### src/rtl/cdma_decoder.sv
// cdma_decoder: de-spreads per-bit chip sums with its own code, one word per code period.
// Define CDMA_DECODER_AMBIG_EN to flag zero-correlation bits on ambiguous.
package AggrCDMAPkg;
  localparam int DATA_WIDTH = 8;
  localparam int COUNTER_WIDTH = 4;
  localparam int CDMA_CODE_WIDTH = 4;
  localparam int CDMA_CODE_NUM = 4;
  localparam logic [CDMA_CODE_NUM-1:0][CDMA_CODE_WIDTH-1:0] CDMA_CODES = {4'b1001, 4'b0110, 4'b1100, 4'b1010};
endpackage

module cdma_decoder
  import AggrCDMAPkg::*;
#(
  parameter int CODE_NUM = 0,
  parameter int SUM_WIDTH = 4
) (
  input  logic                                 clk,
  input  logic                                 rst_n,
  input  logic                                 rotate_code,
  input  logic [COUNTER_WIDTH-1:0]             counter,
  input  logic [DATA_WIDTH-1:0][SUM_WIDTH-1:0] chip_sum,
  output logic [DATA_WIDTH-1:0]                decoded,
  output logic                                 valid,
  output logic                                 locked,
  output logic [DATA_WIDTH-1:0]                ambiguous
);
  localparam int ACC_WIDTH = SUM_WIDTH + $clog2(CDMA_CODE_WIDTH) + 1;
  localparam int IDX_WIDTH = $clog2(CDMA_CODE_WIDTH) + 1;
  localparam logic [0:0] WAIT_SYNC = 1'b0;
  localparam logic [0:0] RUN = 1'b1;
  logic [0:0] state;
  logic [CDMA_CODE_WIDTH-1:0] code_reg;
  logic [IDX_WIDTH-1:0] chip_idx;
  logic signed [ACC_WIDTH-1:0] acc [DATA_WIDTH];
  logic signed [ACC_WIDTH-1:0] s [DATA_WIDTH];
  logic [DATA_WIDTH-1:0] neg;
  logic sync, step, last;
  assign sync = &counter;
  assign step = state == RUN && rotate_code && !sync;
  assign last = chip_idx == IDX_WIDTH'(CDMA_CODE_WIDTH - 1);
  assign locked = state == RUN;
  // s is the running correlation including the chip being sampled this cycle
  always_comb begin
    for (int i = 0; i < DATA_WIDTH; i++) begin
      s[i] = code_reg[0] ? acc[i] + $signed(ACC_WIDTH'(chip_sum[i])) : acc[i] - $signed(ACC_WIDTH'(chip_sum[i]));
      neg[i] = s[i][ACC_WIDTH-1];
    end
  end
  always_ff @(posedge clk or negedge rst_n) begin
    if (!rst_n) begin
      state <= WAIT_SYNC;
      code_reg <= CDMA_CODES[CODE_NUM];
      chip_idx <= '0;
      acc <= '{default: '0};
      decoded <= '0;
      valid <= 1'b0;
    end else begin
      valid <= step && last;
      if (sync) begin
        state <= RUN;
        code_reg <= CDMA_CODES[CODE_NUM];
        chip_idx <= '0;
        acc <= '{default: '0};
      end else if (step) begin
        code_reg <= {code_reg[0], code_reg[CDMA_CODE_WIDTH-1:1]};
        chip_idx <= last ? '0 : chip_idx + 1'b1;
        for (int i = 0; i < DATA_WIDTH; i++) acc[i] <= last ? '0 : s[i];
        if (last) decoded <= neg;
      end
    end
  end
`ifdef CDMA_DECODER_AMBIG_EN
  logic [DATA_WIDTH-1:0] zero;
  always_comb begin
    for (int i = 0; i < DATA_WIDTH; i++) zero[i] = s[i] == '0;
  end
  always_ff @(posedge clk or negedge rst_n) begin
    if (!rst_n) ambiguous <= '0;
    else if (step && last) ambiguous <= zero;
  end
`else
  assign ambiguous = '0;
`endif
endmodule

### config.mk
export PLATFORM = sky130hd
export DESIGN_NAME = cdma_decoder
export DESIGN_NICKNAME = d
export VERILOG_FILES = /design/src/rtl/cdma_decoder.sv
export SDC_FILE = /design/constraint.sdc
export NUM_CORES = 1
export LEC_CHECK = 0
export CAP_MARGIN = 20
export CORE_ASPECT_RATIO = 0.7
export CORE_MARGIN = 2
export CORE_UTILIZATION = 51
export DETAILED_ROUTE_END_ITERATION = 8
export PLACE_DENSITY = 0.83
export SETUP_SLACK_MARGIN = 0.2
export SLEW_MARGIN = 5
export SYNTH_ARGS = -nofsm -noshare
export SYNTH_HDL_FRONTEND = slang
export SYNTH_SLANG_ARGS = --single-unit
### constraint.sdc
create_clock -name clk -period 3 [get_ports clk]
set_input_delay 0.6 -clock clk [delete_from_list [all_inputs] [get_ports clk]]
set_output_delay 0.6 -clock clk [all_outputs]
set_load 0.02 [all_outputs]
==> results.cfg <==
[placement]
hpwl_um = 8630
placed_cells = 745
gp_congestion = 0.920
io_buffer_count = 48

[sta]
hold_violations = 0
tightest_slew_ns = 0.692
finalMaxSlewViolations = 0
slew_headroom_pct = 53.9
fin_crit_sh_pct = 90.3
fin_skew_ns = 0.00406
rsz0062_at_grt = yes
holdWs_ns = 0.301
fmaxAchievable_mhz = 369
setup_viol = 0
finalCriticalPeriod_ns = 2.71

[finish]
final_cell_mix = dfrtp_1, inv_1, ha_1
largest_reg_flops = 56
drive_above_1_share_pct = 17.4
syn2layout_area_growth_pct = 20.7
antennaDiodeCount = 0
final-instance-count-excl-fill = 763
final_nets = 730
fillers = 800
final_common_cell = dfrtp_1

[floorplan]
fp.dieH_um = 90.4
rows = 31
die_w_um = 127
io_pins = 57
initial_core_util_pct = 52.5
die_area_mm2 = 0.0115
coreArea_mm2 = 0.0104

[power_and_ir_drop]
power_mw = 6.74
p_leak_nw = 3.10
vdd_drop_max_uv = 494
p_per_area_mw_per_mm2 = 1030

[yosys]
ys_ff_latch = 73
synth_area_leaders = dfrtp_1, ha_1, a22o_1
syn-cell-area_mm2 = 0.00544
ys_seq_area_share_pct = 33.6
synth_area_leader_cell = dfrtp_1
synthCells = 552
yosys_warnings = 0
synth.distinct_cells = 36
synth_top_area_share_pct = 32.7
synth_edf_count = 0
postSynthAreaPerCell_um2 = 9.85
async_flop_share_pct = 100
synthFlopType = dfrtp_1

[worst_setup_path]
crit_required_ns = 3.22
crit_type = primary input to flop
arrival_ns = 2.93
crit_slowest_cell = clkdlybuf4s50_1
worstSetupStartpointType = primary input
path_delay_family = adder cells
cp_num_buf_inv = 3
critPathMaxFanout = 2
crit_chain = clkdlybuf4s50_1 -> inv_1 -> ha_1 -> mux2_2 -> inv_1 -> fa_1 -> nand2b_1 -> a21oi_2 -> o22ai_1 -> xnor2_1 -> mux2_2
cp-end-kind = flop
max_stage_delay_ns = 0.47

[global_route]
antenna_found_initial = 0
globalRouteTotalUtil_pct = 21.9
grt_max_degree = 46
grt_pass1_vias = 4419
grt_overflow_total = 0
grt_pass1_wl_um = 20500

[run]
drv_cap = 0

[clocking]
root_buffer = clkbuf_16
numCtsBuffers = 9
clock_path_buffers = 2
clkLatencyLatePin_ns = 0.34
htreeDepth = 3
path_clk_slew_ns = 0.06
clock_sinks = 73
cts_hold_buf = 0
cts_tree = done

[detailed_routing]
ant_nets = 0
route.vias.total = 4364
wire_per_inst_um = 15.7
totalWireLength_um = 12000
first_iter_violations = 269
dr.pass1.iters = 5
via_per_inst = 5.72
drc = 0

[min_path]
hold_class = primary input to async pin

[run_status]
status = completed
==> cell type report <==
| cell class | instances | area (µm²) | share of cell area, % |
|---|---|---|---|
| clock buffer | 11 | 233 | 3.55 |
| clock inverter | 5 | 32.5 | 0.496 |
| inverter | 58 | 218 | 3.32 |
| multi-input combinational | 403 | 3330 | 50.7 |
| sequential | 73 | 1830 | 27.9 |
| tap | 132 | 165 | 2.52 |
| timing repair buffer | 81 | 761 | 11.6 |
==> worst paths after layout <==
check / start / end / slack [ns] / depth (start not counted)
max in group asynchronous: rst_n / code_reg[3] / 1.95 / 2
worst max-delay path: chip_sum[28] / decoded[7] / 0.29 / 11
worst min register to register: acc[30] / acc[30] / 0.50 / 1
worst min-delay path: rst_n / acc[27] / 0.30 / 1
min in group clk: acc[30] / acc[30] / 0.50 / 1
worst max register to register: code_reg[0] / decoded[7] / 0.64 / 9
==> through the flow <==
| stage | setup TNS [ns] | utilization, % | cell area (µm²) | setup slack, ns |
|---|---|---|---|---|
| global route | 0 | 63.4 | 6560 | 0.150 |
| global placement | -0.0614 | 59.9 | 6210 | -0.0200 |
| CTS | 0 | 62.5 | 6470 | 0.228 |
| floorplan | 0 | - | 5460 | 0.589 |
| detailed placement | -0.964 | 59.9 | 6210 | -0.115 |
| finish | 0 | 63.4 | 6560 | 0.290 |
==> timing repair <==
action	in CTS	in global routing
endpoints found under the setup margin	0	17
buffers inserted	0	2
gates resized for setup	0	16
==> cells by family (layout without fill, tap and decap cells) <==
family / Yosys count / in the layout / synth area share (%)
AO/OA/AOI/OAI: 140 / 140 / 21.3
XOR/XNOR: 48 / 48 / 8.15
adder cells (fa/ha/maj): 65 / 65 / 16.1
buffers and inverters: 83 / 155 / 7.09
flip-flops: 73 / 73 / 33.6
multiplexers: 13 / 13 / 2.69
other: 1 / 8 / 0.0690
AND/OR/NAND/NOR: 129 / 129 / 11.0
==> layer usage <==
layer | vias up | part of all wire, % | global-route usage [%] | wire [µm]
met1 | 2151 | 45 | 27.5 | 5440
li1 | 2077 | - | - | -
met3 | 25 | 4.6 | 5.69 | 555
met2 | 111 | 48 | 37.0 | 5790
met5 | - | 0 | 0 | 0
met4 | 0 | 1.8 | 6.87 | 212
==> power breakdown <==
part | switching, mW | internal (mW)
Clock | 0.414 | 0.556
Combinational | 2.09 | 1.97
Sequential | 0.277 | 1.43
Total | 2.78 | 3.96
==> cell usage after synthesis (9+ instances only) <==
master	count
inv_1	58
nand3_1	10
a21oi_1	27
nand2b_1	10
nor2_1	55
xnor2_1	21
buf_4	11
and3_1	9
mux2_2	10
ha_1	57
nand2_1	25
a22o_1	40
a21oi_2	13
o21ai_0	17
dfrtp_1	71
o22ai_1	16
xor2_1	24
No activity file was read; power rests on OpenSTA's default activity.
